<file path="config.mk">
export PLATFORM = sky130hd
export DESIGN_NAME = matmul_4x4_flat
export DESIGN_NICKNAME = d
export VERILOG_FILES = /design/src/rtl/matmul_4x4_if.sv /design/src/rtl/matmul_4x4.sv /design/src/flat_wrapper.sv
export SDC_FILE = /design/constraint.sdc
export NUM_CORES = 2
export LEC_CHECK = 0
export CAP_MARGIN = 5
export CORE_ASPECT_RATIO = 1.25
export CORE_MARGIN = 10
export CORE_UTILIZATION = 40
export CTS_CLUSTER_DIAMETER = 120
export DETAILED_ROUTE_END_ITERATION = 7
export PLACE_DENSITY = 0.57
export SETUP_SLACK_MARGIN = 0.1
export SYNTH_ARGS = -nofsm -noshare
export SYNTH_HDL_FRONTEND = slang
export SYNTH_SLANG_ARGS = --single-unit
</file>
<file path="constraint.sdc">
create_clock -name clk -period 6.37 [get_ports clk]
set_clock_uncertainty 0.05 [all_clocks]
set_input_delay 1.274 -clock clk [delete_from_list [all_inputs] [get_ports clk]]
set_output_delay 1.274 -clock clk [all_outputs]
set_load 0.01 [all_outputs]
</file>
<file path="src/rtl/matmul_4x4_if.sv">
// matmul_4x4_if: operand/result bundle for matmul_4x4.
// Signals: start (request), a/b (signed operand matrices), c (registered result),
// busy (operation in flight), done (one-cycle result-valid pulse).
// master = requester side, slave = multiplier side.
interface matmul_4x4_if #(
   parameter int DATA_W = 8,
   parameter int OUT_W  = 16
);
   logic start;
   logic busy;
   logic done;
   logic signed [DATA_W-1:0] a [0:3][0:3];
   logic signed [DATA_W-1:0] b [0:3][0:3];
   logic signed [OUT_W-1:0]  c [0:3][0:3];
   modport master (output start, a, b, input c, busy, done);
   modport slave (input start, a, b, output c, busy, done);
endinterface

</file>
<file path="src/rtl/matmul_4x4.sv">
// matmul_4x4: 4x4 signed matrix multiply C = A x B on an output-stationary systolic array.
// Ports: clk, reset (sync, active-high), bus (matmul_4x4_if.slave: start, a, b in; c, busy, done out).
// Build option MATMUL_SATURATE_EN: clamp results to the OUT_W range instead of wrapping.
module matmul_4x4 #(
   parameter int DATA_W = 8,
   parameter int OUT_W  = 16
) (
   input logic          clk,
   input logic          reset,
   matmul_4x4_if.slave  bus
);
   localparam int ACC_W = 2 * DATA_W + 2;
   localparam int PW    = 2 * DATA_W;
   localparam logic signed [ACC_W-1:0] MAXV = ACC_W'(2 ** (OUT_W - 1) - 1);
   localparam logic signed [ACC_W-1:0] MINV = ACC_W'(-(2 ** (OUT_W - 1)));
`ifdef MATMUL_SATURATE_EN
   localparam bit SAT = 1'b1;
`else
   localparam bit SAT = 1'b0;
`endif
   typedef enum logic [1:0] {IDLE, COMPUTE, FINISH} state_t;
   state_t state, state_n;
   logic [3:0] cnt, d;
   logic go;
   logic signed [DATA_W-1:0] op_a [0:3][0:3];
   logic signed [DATA_W-1:0] op_b [0:3][0:3];
   logic signed [DATA_W-1:0] ha [0:3][0:2];
   logic signed [DATA_W-1:0] vb [0:2][0:3];
   logic signed [DATA_W-1:0] fa [0:3];
   logic signed [DATA_W-1:0] fb [0:3];
   logic signed [DATA_W-1:0] ain [0:3][0:3];
   logic signed [DATA_W-1:0] bin [0:3][0:3];
   logic signed [PW-1:0]     prod [0:3][0:3];
   logic signed [ACC_W-1:0]  acc [0:3][0:3];
   logic signed [OUT_W-1:0]  res [0:3][0:3];
   assign go       = bus.start && state == IDLE;
   assign bus.busy = state != IDLE;
   always_ff @(posedge clk) begin
      if (reset) state <= IDLE;
      else state <= state_n;
   end
   always_comb begin
      state_n = go ? COMPUTE : (state == COMPUTE && cnt == 4'd10) ? FINISH : state == FINISH ? IDLE : state;
   end
   // Edge feeds: row i / column j see element t-i / t-j, zero outside the 4-wide window (skew).
   always_comb begin
      d = '0;
      for (int i = 0; i < 4; i++) begin
         d = cnt - 4'(i);
         fa[i] = (cnt >= 4'(i) && d < 4'd4) ? op_a[i][d[1:0]] : '0;
         fb[i] = (cnt >= 4'(i) && d < 4'd4) ? op_b[d[1:0]][i] : '0;
      end
      for (int i = 0; i < 4; i++) begin
         ain[i][0] = fa[i];
         bin[0][i] = fb[i];
         for (int j = 1; j < 4; j++) begin
            ain[i][j] = ha[i][j-1];
            bin[j][i] = vb[j-1][i];
         end
      end
      for (int i = 0; i < 4; i++)
         for (int j = 0; j < 4; j++) begin
            prod[i][j] = PW'(ain[i][j]) * PW'(bin[i][j]);
            res[i][j]  = (SAT && acc[i][j] > MAXV) ? MAXV[OUT_W-1:0] :
                         (SAT && acc[i][j] < MINV) ? MINV[OUT_W-1:0] : acc[i][j][OUT_W-1:0];
         end
   end
   // cnt runs 0..10; the last step only flushes zeros, giving the 12-cycle start-to-done latency.
   always_ff @(posedge clk) begin
      if (reset) begin
         cnt      <= '0;
         bus.done <= 1'b0;
         op_a     <= '{default: '0};
         op_b     <= '{default: '0};
         ha       <= '{default: '0};
         vb       <= '{default: '0};
         acc      <= '{default: '0};
         bus.c    <= '{default: '0};
      end else begin
         cnt      <= state == COMPUTE ? cnt + 4'd1 : '0;
         bus.done <= state == FINISH;
         if (go) begin
            op_a <= bus.a;
            op_b <= bus.b;
            ha   <= '{default: '0};
            vb   <= '{default: '0};
            acc  <= '{default: '0};
         end else if (state == COMPUTE) begin
            for (int i = 0; i < 4; i++)
               for (int j = 0; j < 4; j++) begin
                  acc[i][j] <= acc[i][j] + ACC_W'(prod[i][j]);
                  if (j < 3) ha[i][j] <= ain[i][j];
                  if (i < 3) vb[i][j] <= bin[i][j];
               end
         end
         if (state == FINISH) bus.c <= res;
      end
   end
endmodule

</file>
<file path="src/flat_wrapper.sv">
// flat-port wrapper written by rule: the top's interface ports become plain ports
module matmul_4x4_flat 
#(
   parameter int DATA_W = 8,
   parameter int OUT_W  = 16
)
  (clk, reset, bus_start, bus_a, bus_b, bus_c, bus_busy, bus_done);
  matmul_4x4_if #(.DATA_W(DATA_W), .OUT_W(OUT_W)) bus_i ();
  input logic clk;
  input logic reset;
  input wire logic [$bits(bus_i.start)-1:0] bus_start;
  input wire logic [$bits(bus_i.a)-1:0] bus_a;
  input wire logic [$bits(bus_i.b)-1:0] bus_b;
  output wire logic [$bits(bus_i.c)-1:0] bus_c;
  output wire logic [$bits(bus_i.busy)-1:0] bus_busy;
  output wire logic [$bits(bus_i.done)-1:0] bus_done;
  assign bus_i.start = bus_start;
  assign bus_i.a = {>>{bus_a}};
  assign bus_i.b = {>>{bus_b}};
  assign bus_c = {>>{bus_i.c}};
  assign bus_busy = bus_i.busy;
  assign bus_done = bus_i.done;
  matmul_4x4 #(.DATA_W(DATA_W), .OUT_W(OUT_W)) u_core (.clk(clk), .reset(reset), .bus(bus_i));
endmodule
</file>
### Yosys cells after proc, flatten, opt, wreduce, memory -nomap -nowiden

Cells that the tools add are included.

| word-level totals | value |
|---|---|
| register bits after elaboration | 999 |
| bits of input ports | 259 |
| logic and storage cells | 195 |

| operators by class | value |
|---|---|
| $add $sub $neg | 20 |
| multiply operators | 16 |
| $lt $le $gt $ge | 12 |
| equality and inequality tests | 3 |
| mux-type cells | 35 |
| bitwise logic cells | 5 |
| reduce and logical (&&, ||, !) cells | 12 |

Operator list:

| cell | number |
|---|---|
| $add A18 B16 Y18 | 16 |
| $bmux W32 S2 | 4 |
| $mul A8 B8 Y16 | 16 |
| $mux W8 | 18 |
| $bmux W8 S2 | 4 |
| $mux W32 | 2 |
| $mux W24 | 2 |
| $mux W16 | 2 |
| $lt A4 B3 Y1 const B | 4 |
| $ge A3 B3 Y1 const B | 4 |
| $not A2 Y3 | 4 |
| $ge A4 B1 Y1 const B | 2 |
| $ge A4 B2 Y1 const B | 2 |
| $sub A4 B2 Y4 const B | 2 |
| $logic_and A1 B1 Y1 | 6 |
| $add A4 B1 Y4 const B | 1 |
| $eq A4 B4 Y1 const B | 1 |
| $mux W2 | 2 |
| $reduce_bool A2 Y1 | 2 |
| $reduce_or A2 Y1 | 2 |
| $sub A4 B1 Y4 const B | 1 |
| $reduce_bool A3 Y1 | 1 |
| $eq A2 B1 Y1 const B | 1 |
| $eq A2 B2 Y1 const B | 1 |
| 3 further kinds | 3 |

### Depth between registers and ports, before layout

| logic depth | value |
|---|---|
| depth in word-level cells | 8 |
| depth in mapped cells | 30 |

### Least setup slack after synthesis

Ideal clock, no wire load.

| timing | value |
|---|---|
| path type | register -> register |
| start point | register u_core.cnt[0] |
| end point | register u_core.acc[228] (netlist name) |
| data arrival time | 6,727 ps |
| data required time | 6,258 ps |
| setup slack | -469 ps |
| stages on the path, launching flop included | 29 |
| path buffers | 8 |
| period minus slack after synthesis | 6,839 ps |
| path through | dfxtp_1 buf_6 buf_12 buf_12 buf_6 buf_6 inv_1 ha_1 buf_4 buf_6 buf_4 mux4_2 and2b_1 and2_1 fa_1 inv_1 fa_1 inv_1 fa_1 fa_1 inv_1 fa_1 inv_1 ha_1 a21o_1 a2111oi_2 nor2_1 or3_1 nand3_1 |

| between the ends | value |
|---|---|
| cells in the longest elaborated chain, start to end | 8 |

RTL lines:

| item | line | text |
|---|---|---|
| from (decl) | matmul_4x4.sv:23 | `logic [3:0] cnt, d;` |
| from (signal assigned) | matmul_4x4.sv:80 | `cnt <= state == COMPUTE ? cnt + 4'd1 : '0;` |
| $sub A4 B2 Y4 * | matmul_4x4.sv:49 | `d = cnt - 4'(i);` |
| via u_core.d[0] | matmul_4x4.sv:23 |  |
| $not A2 Y3 (implied by the code) | matmul_4x4.sv:51 | `fb[i] = (cnt >= 4'(i) && d < 4'd4) ? op_b[d[1:0]][i] : '0;` |
| $bmux W32 S2 | matmul_4x4.sv:51 |  |
| $mux W8 (implied by the code) (2 in a row) | matmul_4x4.sv:51 |  |
| $mux W8 * | matmul_4x4.sv:51 |  |
| $mul A8 B8 Y16 * | matmul_4x4.sv:63 | `prod[i][j] = PW'(ain[i][j]) * PW'(bin[i][j]);` |
| $add A18 B16 Y18 * | matmul_4x4.sv:91 | `acc[i][j] <= acc[i][j] + ACC_W'(prod[i][j]);` |
| to (signal, indexed assignment) | matmul_4x4.sv:91 |  |
| to (decl) | matmul_4x4.sv:34 | `logic signed [ACC_W-1:0] acc [0:3][0:3];` |

Mark *: on every way through the listed nets, which the timed path passes. The rest lies on a longest branch. The select of a mux whose other input is x is not followed.
A chain may end at the register's enable or synchronous reset.

### Worst setup path in the final report

| timing | value |
|---|---|
| start point | register u_core.cnt[1] |
| end point | register u_core.acc[228] (netlist name) |

Same word-level chain as after synthesis.

==> results.md <==
- Count of unresolved DRC violations after routing: 0
- Worst Tran Pin Value: around 1.1 ns
- Worst setup path class: reg2reg
- Leakage: around 41 nW
- TritonCTS sink count: about 970
- Routability Congestion: roughly 0.90
- Most common library cell in the layout ignoring fill and taps: nand2_1
- Syn nets: 11,385
- Worst min path class: reg2reg
- Max_cap viols: 0
- Number of H-tree branching levels: 3
- Synthesized area per cell: about 8.8 sq um
- Synthesized flop and latch total: 967
- Initial detailed-routing violation count: 3,354
- Outcome: completed
- Detailed Routing Iterations Pass 1: 5
- Total setup violations reported at the end of the flow: 0
- Die area: 225,000 sq um
- Arrival time at the worst endpoint: approximately 6.7 ns
- Post-synthesis instance area: 82,400 sq um
- Number of cell rows: around 190
- Number of buffer cells added on primary ports: about 520
- Element type at the critical path end: register
- Total number of yosys warnings: 0
- Bufs on Longest Clock Path: 3
- Wire length of the first global-routing pass: 391,000 um
- Global route overflow: 0
- Final Util: 0.459
- Wire length after detailed routing: around 250,000 um
- Worst EP required: between 7 and 8 ns
- Count of boundary I/O pins: between 500 and 600
- Startpoint kind of the worst setup timing path: register
- Share of cells above drive strength 1: 0.0532
- Achievable frequency: between 150 and 200 MHz
- Most common flop cell mapped by yosys: dfxtp_1
- Number of cells on the worst hold path: 2
- Worst R2R Path Depth: 22
- Final Instance Count excl. Fillers: between 10,000 and 15,000
- Floorplan Core Area: a little over 200,000 sq um
- Number of vias in the routed layout: around 63,000
- Count of flip-flops with a built-in enable after synthesis: 0
- Total count of hold-check failures in the final report: 0
- Post-detailed-route wirelength per cell: 20.0 um
- X dimension of the die: about 430 um
- Power per cell area: 151 nW/um^2
- Clock-pin slew on the worst setup and hold paths: around 0.06 ns
- Number of nets with antenna violations after routing: 0
- CTS tree: built
- Initial core utilization: 0.401
- Peak supply drop: around 0.21 mV
- Setup repair after global routing missed its margin: no
- Routed vias/inst: slightly above 5
- Insertion delay to the later sink of the worst-skew pair: 0.77 ns
- Number of nets in the layout: roughly 12,000
- Hpwl dp: approximately 200,000 um
- Share of synthesized registers carrying an async set or reset: 0
- Post-Place Cells: 12,239
- Clock root buffer: clkbuf_16
- Worst slew slack as a fraction of its limit: 0.259
- Sequential element share of the synthesized area: 0.235
- Hold buffer count at CTS: 0
- Maximum fanout count along the critical path: 6
- Final period util: 0.950
- Antenna violations before repair: 24
- Die Ht: between 500 and 600 um
- Via count of the first global-routing pass: 67,123
- Most frequent cells in the layout: nand2_1, inv_1, fa_1, dfxtp_1, a21oi_1
- Fin. max-slew vios: 0
- Post-layout minimum cycle time: 6.05 ns
- Growth of design area from synthesis to finish: 14.5%
- Cell count after synthesis: 9,391
- Maximum number of pins on one net before global-route repair: 194
- Total global routing track utilization: 0.220
- Number of distinct library cells after synthesis: 67
- CTS buffer count: around 110
## flip-flops by register name, indices dropped and copies added (netlist names)
register / count
u_core.op_b: 128
u_core.state: 2
u_core.op_a: 128
u_core.acc: 256
u_core.ain: 96
u_core.bin: 96
u_core.bus.done: 1
u_core.cnt: 4
u_core.bus.c: 256
## Yosys cell counts (all sizes together) (128+ instances only)
cell type / instances / share of area
nor2: 176 / 0.0081
inv: 1312 / 0.060
clkbuf: 355 / 0.016
buf: 170 / 0.011
fa: 1136 / 0.28
a21oi: 942 / 0.057
and2: 494 / 0.038
nand2: 2150 / 0.098
ha: 599 / 0.091
dfxtp: 967 / 0.24
o21ai: 128 / 0.0078
xnor2: 231 / 0.025
## area by class of cell
type                       count  area (sq um)
fill                       20188        111000
multi-input combinational   6587         56200
sequential                   967         19400
timing repair buffer         661          6590
inverter                    1312          4930
tap                         2726          3410
clock buffer                 144          3030
clock inverter                54           707
antenna                       11          27.5
## power breakdown
group	leakage (nW)	total (W)	internal, W	switching [W]
Clock	1.82	0.00668	0.00384	0.00284
Combinational	31.8	0.00128	0.000478	0.000798
Sequential	7.83	0.00626	0.00616	0.0000969
Total	41.5	0.0142	0.0105	0.00373
## critical path: stages, from the launching register on
cell and delay, ns:
dfxtp_4 0.38, inv_2 0.08, ha_4 0.32, buf_4 0.15, buf_4 0.11, mux4_2 0.54, nor2b_2 0.21, and2_1 0.20
fa_1 0.54, fa_1 0.43, ha_1 0.29, inv_1 0.05, fa_1 0.47, inv_1 0.04, ha_1 0.26, ha_1 0.24
fa_2 0.42, a21o_1 0.20, a21o_1 0.21, a2111oi_4 0.33, nor2_1 0.10, or3_1 0.30, nand3_1 0.08
## worst paths after layout
path,start,to,slack [ns]
setup reg to reg,u_core.cnt[1]$_SDFF_PP0_,u_core.acc[228]$_SDFFE_PP0P_,0.32
hold / removal,u_core.bus.c[167]$_SDFFE_PP0P_,u_core.bus.c[167]$_SDFFE_PP0P_,0.40
hold reg to reg,u_core.bus.c[167]$_SDFFE_PP0P_,u_core.bus.c[167]$_SDFFE_PP0P_,0.40
setup / recovery,u_core.cnt[1]$_SDFF_PP0_,u_core.acc[228]$_SDFFE_PP0P_,0.32
## routing by layer
layer	up-vias	wire length, um	GRT usage
met5	-	132	0
met2	1322	123000	0.381
li1	29749	-	-
met4	20	9430	0.0825
met1	31480	104000	0.272
met3	330	12400	0.0374
## logic make-up after synthesis
kind of cell / share of synthesized area
simple gates: 0.167
flops: 0.235
mux: 0.0201
fa+ha+maj: 0.367
compound gates: 0.0935
xor+xnor: 0.0304
buf+inv: 0.0871
## repair_timing
action	CTS	global route
setup endpoints to repair	8	35
setup buffers	0	13
endpoints found under the hold margin	0	0
pin swaps	0	15
gates resized for setup	5	51
cloned	0	1
## metrics by stage
stage	worst slack, ns	total power [W]	cell area [sq um]	TNS [ns]	hold slack [ns]
floorplan	-0.163	0.00711	82600	-0.803	0.382
global placement	0.138	0.00765	90200	0	0.391
detailed placement	-0.00650	0.00766	90200	-0.00650	0.395
CTS	0.0875	0.0144	93900	0	0.404
global route	0.0951	0.0147	94200	0	0.419
finish	0.320	0.0142	94300	0	0.402
Note: power is estimated with default switching activity, not from simulation.
